### config.mk
export PLATFORM = sky130hd
export DESIGN_NAME = lsu_ctrl_flat
export DESIGN_NICKNAME = d
export VERILOG_FILES = /design/src/rtl/lsu_pkg.sv /design/src/rtl/lsu_if.sv /design/src/rtl/lsu_align.sv /design/src/rtl/lsu_ctrl.sv /design/src/flat_wrapper.sv
export SDC_FILE = /design/constraint.sdc
export NUM_CORES = 1
export LEC_CHECK = 0
export BUFFER_PORTS_ARGS = -buffer_cell sky130_fd_sc_hd__buf_2
export CORE_MARGIN = 3
export CORE_UTILIZATION = 45
export DETAILED_ROUTE_END_ITERATION = 10
export HOLD_SLACK_MARGIN = 0.08
export PLACE_DENSITY = 0.81
export REMOVE_ABC_BUFFERS = 1
export SYNTH_ARGS = -nofsm -noshare
export SYNTH_HDL_FRONTEND = slang
export SYNTH_SLANG_ARGS = --single-unit
### constraint.sdc
create_clock -name clk -period 2.25 [get_ports clk]
set_clock_uncertainty 0.1 [all_clocks]
set_input_delay 0.225 -clock clk [delete_from_list [all_inputs] [get_ports clk]]
set_output_delay 0.225 -clock clk [all_outputs]
set_load 0.005 [all_outputs]
### src/rtl/lsu_pkg.sv
// Shared definitions for the load/store controller.
// Holds funct3 access-width codes, trap cause codes and the FSM state type.
// Imported by lsu_if, lsu_align and lsu_ctrl.
package lsu_pkg;

  localparam logic [2:0] F3_B  = 3'b000;
  localparam logic [2:0] F3_H  = 3'b001;
  localparam logic [2:0] F3_W  = 3'b010;
  localparam logic [2:0] F3_BU = 3'b100;
  localparam logic [2:0] F3_HU = 3'b101;

  localparam logic [3:0] CAUSE_ILL = 4'd2;
  localparam logic [3:0] LD_MISAL  = 4'd4;
  localparam logic [3:0] LD_FAULT  = 4'd5;
  localparam logic [3:0] ST_MISAL  = 4'd6;
  localparam logic [3:0] ST_FAULT  = 4'd7;

  typedef enum logic [2:0] {
    S_IDLE,
    S_LOAD,
    S_RMW_RD,
    S_STORE,
    S_RESP,
    S_TRAP
  } state_t;

endpackage

### src/rtl/lsu_if.sv
// Bundle of the execute-side request/response and the data-memory port.
// slave: seen by lsu_ctrl (takes requests, drives memory controls).
// master: seen by the requester/memory side (drives requests and d_out).
interface lsu_if;
  // execute-stage request
  logic        req;
  logic        we;
  logic [2:0]  funct3;
  logic [31:0] addr;
  logic [31:0] wdata;
  // response / trap
  logic        busy;
  logic        done;
  logic [31:0] rdata;
  logic        trap;
  logic [3:0]  trap_cause;
  logic [31:0] trap_val;
  // data memory port
  logic        mrd;
  logic        mwr;
  logic [31:0] adr;
  logic [31:0] d_in;
  logic [31:0] d_out;

  modport slave (
    input  req, we, funct3, addr, wdata, d_out,
    output busy, done, rdata, trap, trap_cause, trap_val, mrd, mwr, adr, d_in
  );

  modport master (
    output req, we, funct3, addr, wdata, d_out,
    input  busy, done, rdata, trap, trap_cause, trap_val, mrd, mwr, adr, d_in
  );
endinterface

### src/rtl/lsu_align.sv
// Combinational lane handling: extract+extend for loads, byte/half merge for RMW stores.
// Ports: funct3/off select width and lane; word is the memory word; wdata the store data;
// load_val is the extended load result; merged is word with the new lane inserted.
module lsu_align
  import lsu_pkg::*;
(
  input  logic [2:0]  funct3,
  input  logic [1:0]  off,
  input  logic [31:0] word,
  input  logic [31:0] wdata,
  output logic [31:0] load_val,
  output logic [31:0] merged
);

  logic [31:0] shifted;
  logic [31:0] mask;
  logic [31:0] ins;

  always_comb begin
    shifted = word >> {off, 3'b000};
    case (funct3)
      F3_B:    load_val = {{24{shifted[7]}}, shifted[7:0]};
      F3_BU:   load_val = {24'h0, shifted[7:0]};
      F3_H:    load_val = {{16{shifted[15]}}, shifted[15:0]};
      F3_HU:   load_val = {16'h0, shifted[15:0]};
      default: load_val = word;
    endcase
  end

  // Replicate the store lane across the word, then let the mask pick the target lane.
  always_comb begin
    case (funct3[1:0])
      2'b00: begin
        mask = 32'h0000_00FF << {off, 3'b000};
        ins  = {4{wdata[7:0]}};
      end
      2'b01: begin
        mask = 32'h0000_FFFF << {off[1], 4'b0000};
        ins  = {2{wdata[15:0]}};
      end
      default: begin
        mask = 32'hFFFF_FFFF;
        ins  = wdata;
      end
    endcase
    merged = (word & ~mask) | (ins & mask);
  end

endmodule

### src/rtl/lsu_ctrl.sv
// Load/store controller: one access at a time toward a word-wide data memory,
// with RMW for byte/half stores and trap reporting for bad requests.
// Ports: clk, rst_n (async active-low), bus (lsu_if.slave: request, response, memory port).
module lsu_ctrl
  import lsu_pkg::*;
#(
  parameter int unsigned MEM_BYTES = 65536
) (
  input logic   clk,
  input logic   rst_n,
  lsu_if.slave  bus
);

  state_t      state, state_nxt;
  logic        we_q;
  logic [2:0]  f3_q;
  logic [31:0] addr_q;
  logic [31:0] store_q;   // wdata at accept, replaced by the merged word after RMW_RD
  logic [31:0] rdata_q;
  logic [3:0]  cause_q;
  logic [31:0] tval_q;

  logic        f3_ill, misal, oor;
  logic [32:0] last_byte;
  logic [3:0]  req_cause;
  logic [31:0] load_val, merged;

  lsu_align u_align (
    .funct3   (f3_q),
    .off      (addr_q[1:0]),
    .word     (bus.d_out),
    .wdata    (store_q),
    .load_val (load_val),
    .merged   (merged)
  );

  // Request classification from the live inputs, evaluated while IDLE.
  always_comb begin
    f3_ill    = (bus.funct3 == 3'b011) || (bus.funct3[2:1] == 2'b11) ||
                (bus.we && bus.funct3[2]);
    misal     = ((bus.funct3[1:0] == 2'b01) && bus.addr[0]) ||
                ((bus.funct3 == F3_W) && (bus.addr[1:0] != 2'b00));
    // 33-bit sum so addresses near 2^32 cannot wrap back into range
    last_byte = {1'b0, bus.addr[31:2], 2'b00} + 33'd3;
    oor       = last_byte >= 33'(MEM_BYTES);
    req_cause = 4'd0;
    if (f3_ill)     req_cause = CAUSE_ILL;
    else if (misal) req_cause = bus.we ? ST_MISAL : LD_MISAL;
    else if (oor)   req_cause = bus.we ? ST_FAULT : LD_FAULT;
  end

  always_comb begin
    state_nxt = state;
    case (state)
      S_IDLE: begin
        if (bus.req) begin
          if (req_cause != 4'd0)    state_nxt = S_TRAP;
          else if (!bus.we)         state_nxt = S_LOAD;
          else if (bus.funct3 == F3_W) state_nxt = S_STORE;
          else                      state_nxt = S_RMW_RD;
        end
      end
      S_LOAD:   state_nxt = S_RESP;
      S_RMW_RD: state_nxt = S_STORE;
      S_STORE:  state_nxt = S_RESP;
      S_RESP:   state_nxt = S_IDLE;
      S_TRAP:   state_nxt = S_IDLE;
      default:  state_nxt = S_IDLE;
    endcase
  end

  always_ff @(posedge clk or negedge rst_n) begin
    if (!rst_n) begin
      state   <= S_IDLE;
      we_q    <= 1'b0;
      f3_q    <= 3'b000;
      addr_q  <= 32'h0;
      store_q <= 32'h0;
      rdata_q <= 32'h0;
      cause_q <= 4'd0;
      tval_q  <= 32'h0;
    end else begin
      state <= state_nxt;
      if (state == S_IDLE && bus.req) begin
        we_q    <= bus.we;
        f3_q    <= bus.funct3;
        addr_q  <= bus.addr;
        store_q <= bus.wdata;
        cause_q <= req_cause;
        tval_q  <= (req_cause == CAUSE_ILL) ? 32'h0 : bus.addr;
      end
      if (state == S_LOAD)   rdata_q <= load_val;
      if (state == S_RMW_RD) store_q <= merged;
    end
  end

  // Memory strobes depend on state alone, so they cannot glitch from input activity.
  assign bus.busy       = (state != S_IDLE);
  assign bus.done       = (state == S_RESP);
  assign bus.trap       = (state == S_TRAP);
  assign bus.trap_cause = bus.trap ? cause_q : 4'd0;
  assign bus.trap_val   = bus.trap ? tval_q : 32'h0;
  assign bus.mrd        = (state == S_LOAD) || (state == S_RMW_RD);
  assign bus.mwr        = (state == S_STORE);
  assign bus.adr        = {addr_q[31:2], 2'b00};
  assign bus.d_in       = bus.mwr ? store_q : 32'h0;
  assign bus.rdata      = rdata_q;

  logic unused_we;
  assign unused_we = we_q;

endmodule

### src/flat_wrapper.sv
// flat-port wrapper written by rule: the top's interface ports become plain ports
module lsu_ctrl_flat import lsu_pkg::*;
#(
  parameter int unsigned MEM_BYTES = 65536
)
  (clk, rst_n, bus_req, bus_we, bus_funct3, bus_addr, bus_wdata, bus_d_out, bus_busy, bus_done, bus_rdata, bus_trap, bus_trap_cause, bus_trap_val, bus_mrd, bus_mwr, bus_adr, bus_d_in);
  lsu_if bus_i ();
  input logic clk;
  input logic rst_n;
  input wire logic [$bits(bus_i.req)-1:0] bus_req;
  input wire logic [$bits(bus_i.we)-1:0] bus_we;
  input wire logic [$bits(bus_i.funct3)-1:0] bus_funct3;
  input wire logic [$bits(bus_i.addr)-1:0] bus_addr;
  input wire logic [$bits(bus_i.wdata)-1:0] bus_wdata;
  input wire logic [$bits(bus_i.d_out)-1:0] bus_d_out;
  output wire logic [$bits(bus_i.busy)-1:0] bus_busy;
  output wire logic [$bits(bus_i.done)-1:0] bus_done;
  output wire logic [$bits(bus_i.rdata)-1:0] bus_rdata;
  output wire logic [$bits(bus_i.trap)-1:0] bus_trap;
  output wire logic [$bits(bus_i.trap_cause)-1:0] bus_trap_cause;
  output wire logic [$bits(bus_i.trap_val)-1:0] bus_trap_val;
  output wire logic [$bits(bus_i.mrd)-1:0] bus_mrd;
  output wire logic [$bits(bus_i.mwr)-1:0] bus_mwr;
  output wire logic [$bits(bus_i.adr)-1:0] bus_adr;
  output wire logic [$bits(bus_i.d_in)-1:0] bus_d_in;
  assign bus_i.req = bus_req;
  assign bus_i.we = bus_we;
  assign bus_i.funct3 = bus_funct3;
  assign bus_i.addr = bus_addr;
  assign bus_i.wdata = bus_wdata;
  assign bus_i.d_out = bus_d_out;
  assign bus_busy = bus_i.busy;
  assign bus_done = bus_i.done;
  assign bus_rdata = bus_i.rdata;
  assign bus_trap = bus_i.trap;
  assign bus_trap_cause = bus_i.trap_cause;
  assign bus_trap_val = bus_i.trap_val;
  assign bus_mrd = bus_i.mrd;
  assign bus_mwr = bus_i.mwr;
  assign bus_adr = bus_i.adr;
  assign bus_d_in = bus_i.d_in;
  lsu_ctrl #(.MEM_BYTES(MEM_BYTES)) u_core (.clk(clk), .rst_n(rst_n), .bus(bus_i));
endmodule
==> impl_metrics.yaml <==
min_path:
  hold_class: "input port to flop"
clock_tree:
  cts_sinks: 137
  cts_tree: "built"
  insertion_delay_ns: 0.42
  h-tree-depth: 4
  clk_path_buf_depth: 2
  path_clk_slew_ns: 0.06
  cts-root-buf: "clkbuf_16"
  cts_buffers: 17
synthesis:
  synth_ff_type: "dfrtp_1"
  synth_adder_area_share: 0
  syn-instance-count: 741
  synth_top_family_by_area: "simple AND/OR/NAND/NOR gates"
  synth-edff-count: 0
  yosys.area.top_type: "dfrtp_1"
  yosysSeqAreaShare: 0.4803
  synth_cell_types: 50
  synth_xor_area_frac: 0
  synth.avg_cell_area_um2: 9.633
  synthMuxAreaShare: 0.07134
  async_flop_share: 1.000
  yosys_warnings: 0
  synth_compound_area_frac: 0.1627
  synth-simple-area-share: 0.2131
  synth-seq-cells: 137
  yosys.area.top_type_share: 0.4803
  synth_area_leaders: "dfrtp_1 48%, nand2_1 7.2%, and2_1 6.5%, mux2i_1 4.8%, a22o_1 3.9%"
  synth_area_um2: 7138
place:
  place_hpwl_um: 15540
  place_congestion: 0.9475
  place.port_buffers: 236
  placed_cell_area_um2: 8407
  post-place-ws_ns: 0.2508
global_route:
  grt_pass1_wl_um: 39020
  antenna_found_initial: 1
  grt_overflow_total: 0
  grt_max_degree: 73
  grt_pass1_vias: 7249
  track_usage: 0.2811
critical_path:
  crit_top_cell: "dlygate4sd3_1"
  cp.buffers_inverters: 3
  worstPathRequired_ns: 2.45
  path_max_fanout: 4
  endpoint_kind: "flop"
  slowest_delay_ns: 0.57
  crit_slowest_cell: "dlygate4sd3_1"
  start_kind: "input port"
  crit_type: "input port to flop"
  arrival_ns: 2.41
  crit_chain: "dlygate4sd3_1, buf_2, nor4_2, nand4_1, nor2_1, a31oi_1, dlygate4sd3_1"
  path_delay_family: "buffers and inverters"
sta:
  tightestPinTransition_ns: 0.7464
  setup-violations-final: 0
  rsz0062_at_grt: "true"
  fin_crit_sh: 0.9853
  min_period_ns: 2.217
  hold_viol: 0
  slew_headroom: 0.5024
  slew_violations: 0
  final.setup.worst_slack_ns: 0.03301
  fmax_mhz: 451.1
final_layout:
  drive_above_1_share: 0.3299
  fin_nets: 1151
  final_core_util: 0.6606
  design_area_um2: 10150
  synthToLayoutAreaGrowth_pct: 42.26
drt:
  wire_per_inst_um: 19.74
  wl_um: 25130
  drtIter0Drc: 704
  via_count: 7096
  drc: 0
  vias_per_cell: 5.574
  first_pass_iters: 5
  antenna_left: 0
power:
  total_power_mw: 12.57
  ir_drop_mv: 0.6842
  power_density_nw_per_um2: 1238
  power.leakage_nw: 5.100
die:
  ios: 240
  dieArea_um2: 17410
  die_w_um: 131.9
  start_util: 0.4644
  rows: 45
  die_h_um: 131.9
  coreArea_um2: 15370
run:
  drv_cap: 0
run_status:
  outcome: "completed"
## tightest hold or removal path: stages
cell	delay, ns
buf_2	0.15
mux2i_1	0.10
o21ai_1	0.12
## cell type report
| class | count | area (um^2) |
|---|---|---|
| inverters | 5 | 18.77 |
| diodes | 1 | 2.502 |
| flip-flops and latches | 137 | 3430 |
| clock buffers | 22 | 484.2 |
| clock inverters | 10 | 140.1 |
| repair buffers | 374 | 2567 |
| well taps | 211 | 264.0 |
| multi-input cells | 513 | 3248 |
| fillers | 1174 | 5216 |
## power by group
group          leakage [nW]  internal [mW]  switching [mW]
registers              1.70           3.63           0.800
clock network         0.299           1.86            1.08
logic                  3.10           2.40            2.81
## cells in the mapped netlist (9+ instances only)
master    instances
buf_2            15
a21oi_1          16
o211ai_1          9
nor2_1           27
o21a_1            9
dfrtp_1         137
a22oi_1          11
and2_1           74
clkbuf_1         36
a22oi_2          12
o21ai_1          13
nand3_1          40
o21ai_0          18
nand2_1         136
mux2i_1          34
mux2_2           13
a22o_1           32
buf_4            33
## repair_timing
item                                    4_1_cts  5_1_grt
buffers inserted                              0        5
cloned                                        0        3
endpoints found under the setup margin        4       35
pin swaps                                     0        2
resized for setup                             1       12
endpoints found under the hold margin       180        0
hold buffers                                101        0
## per-stage QoR
step,hold WS [ns],std cells,TNS [ns]
floorplan,-0.1706,655,-212.42
global placement,0.1407,1131,0
detailed placement,0.1426,1131,0
CTS,0.09472,1264,0
global route,0.09556,1273,-0.05936
finish,0.1165,1273,0
## per-layer routing
| metal | wire length (um) | vias up | global-route usage |
|---|---|---|---|
| met2 | 11740 | 408 | 0.4379 |
| li1 | - | 3160 | - |
| met4 | 1575 | 0 | 0.1727 |
| met1 | 9873 | 3397 | 0.3549 |
| met5 | 0 | - | 0 |
| met3 | 1941 | 131 | 0.06718 |
## path summary, 6_finish.rpt
check                                  start                    to  slack, ns  cells after the start
max reg2reg                  u_core.state[0]       u_core.state[0]       0.11                      6
max in group asynchronous              rst_n  u_core.bus.rdata[27]       1.16                      3
min reg2reg                u_core.cause_q[2]     u_core.cause_q[2]       0.36                      2
max                             bus_addr[24]       u_core.state[0]       0.03                      7
min                            bus_d_out[15]                  flop       0.12                      3
min in group asynchronous              rst_n             async pin       0.25                      2
## cells by family after synthesis
kind of cell,after synthesis
buf+inv,93
mux,48
compound gates,149
other cells,1
flops,137
simple gates,313
## placed cells by master (no fill, tap or decap), drive strengths merged, types with 13 or more instances in the layout
| cell | count |
|---|---|
| buf | 272 |
| dfrtp | 137 |
| nand2 | 136 |
| dlygate4sd3 | 101 |
| and2 | 74 |
| nand3 | 40 |
| mux2i | 34 |
| a22o | 32 |
| o21ai | 31 |
| nor2 | 27 |
| clkbuf | 23 |
| a22oi | 23 |
| a21oi | 20 |
| mux2 | 13 |
Power figures use the tool's default switching activity.
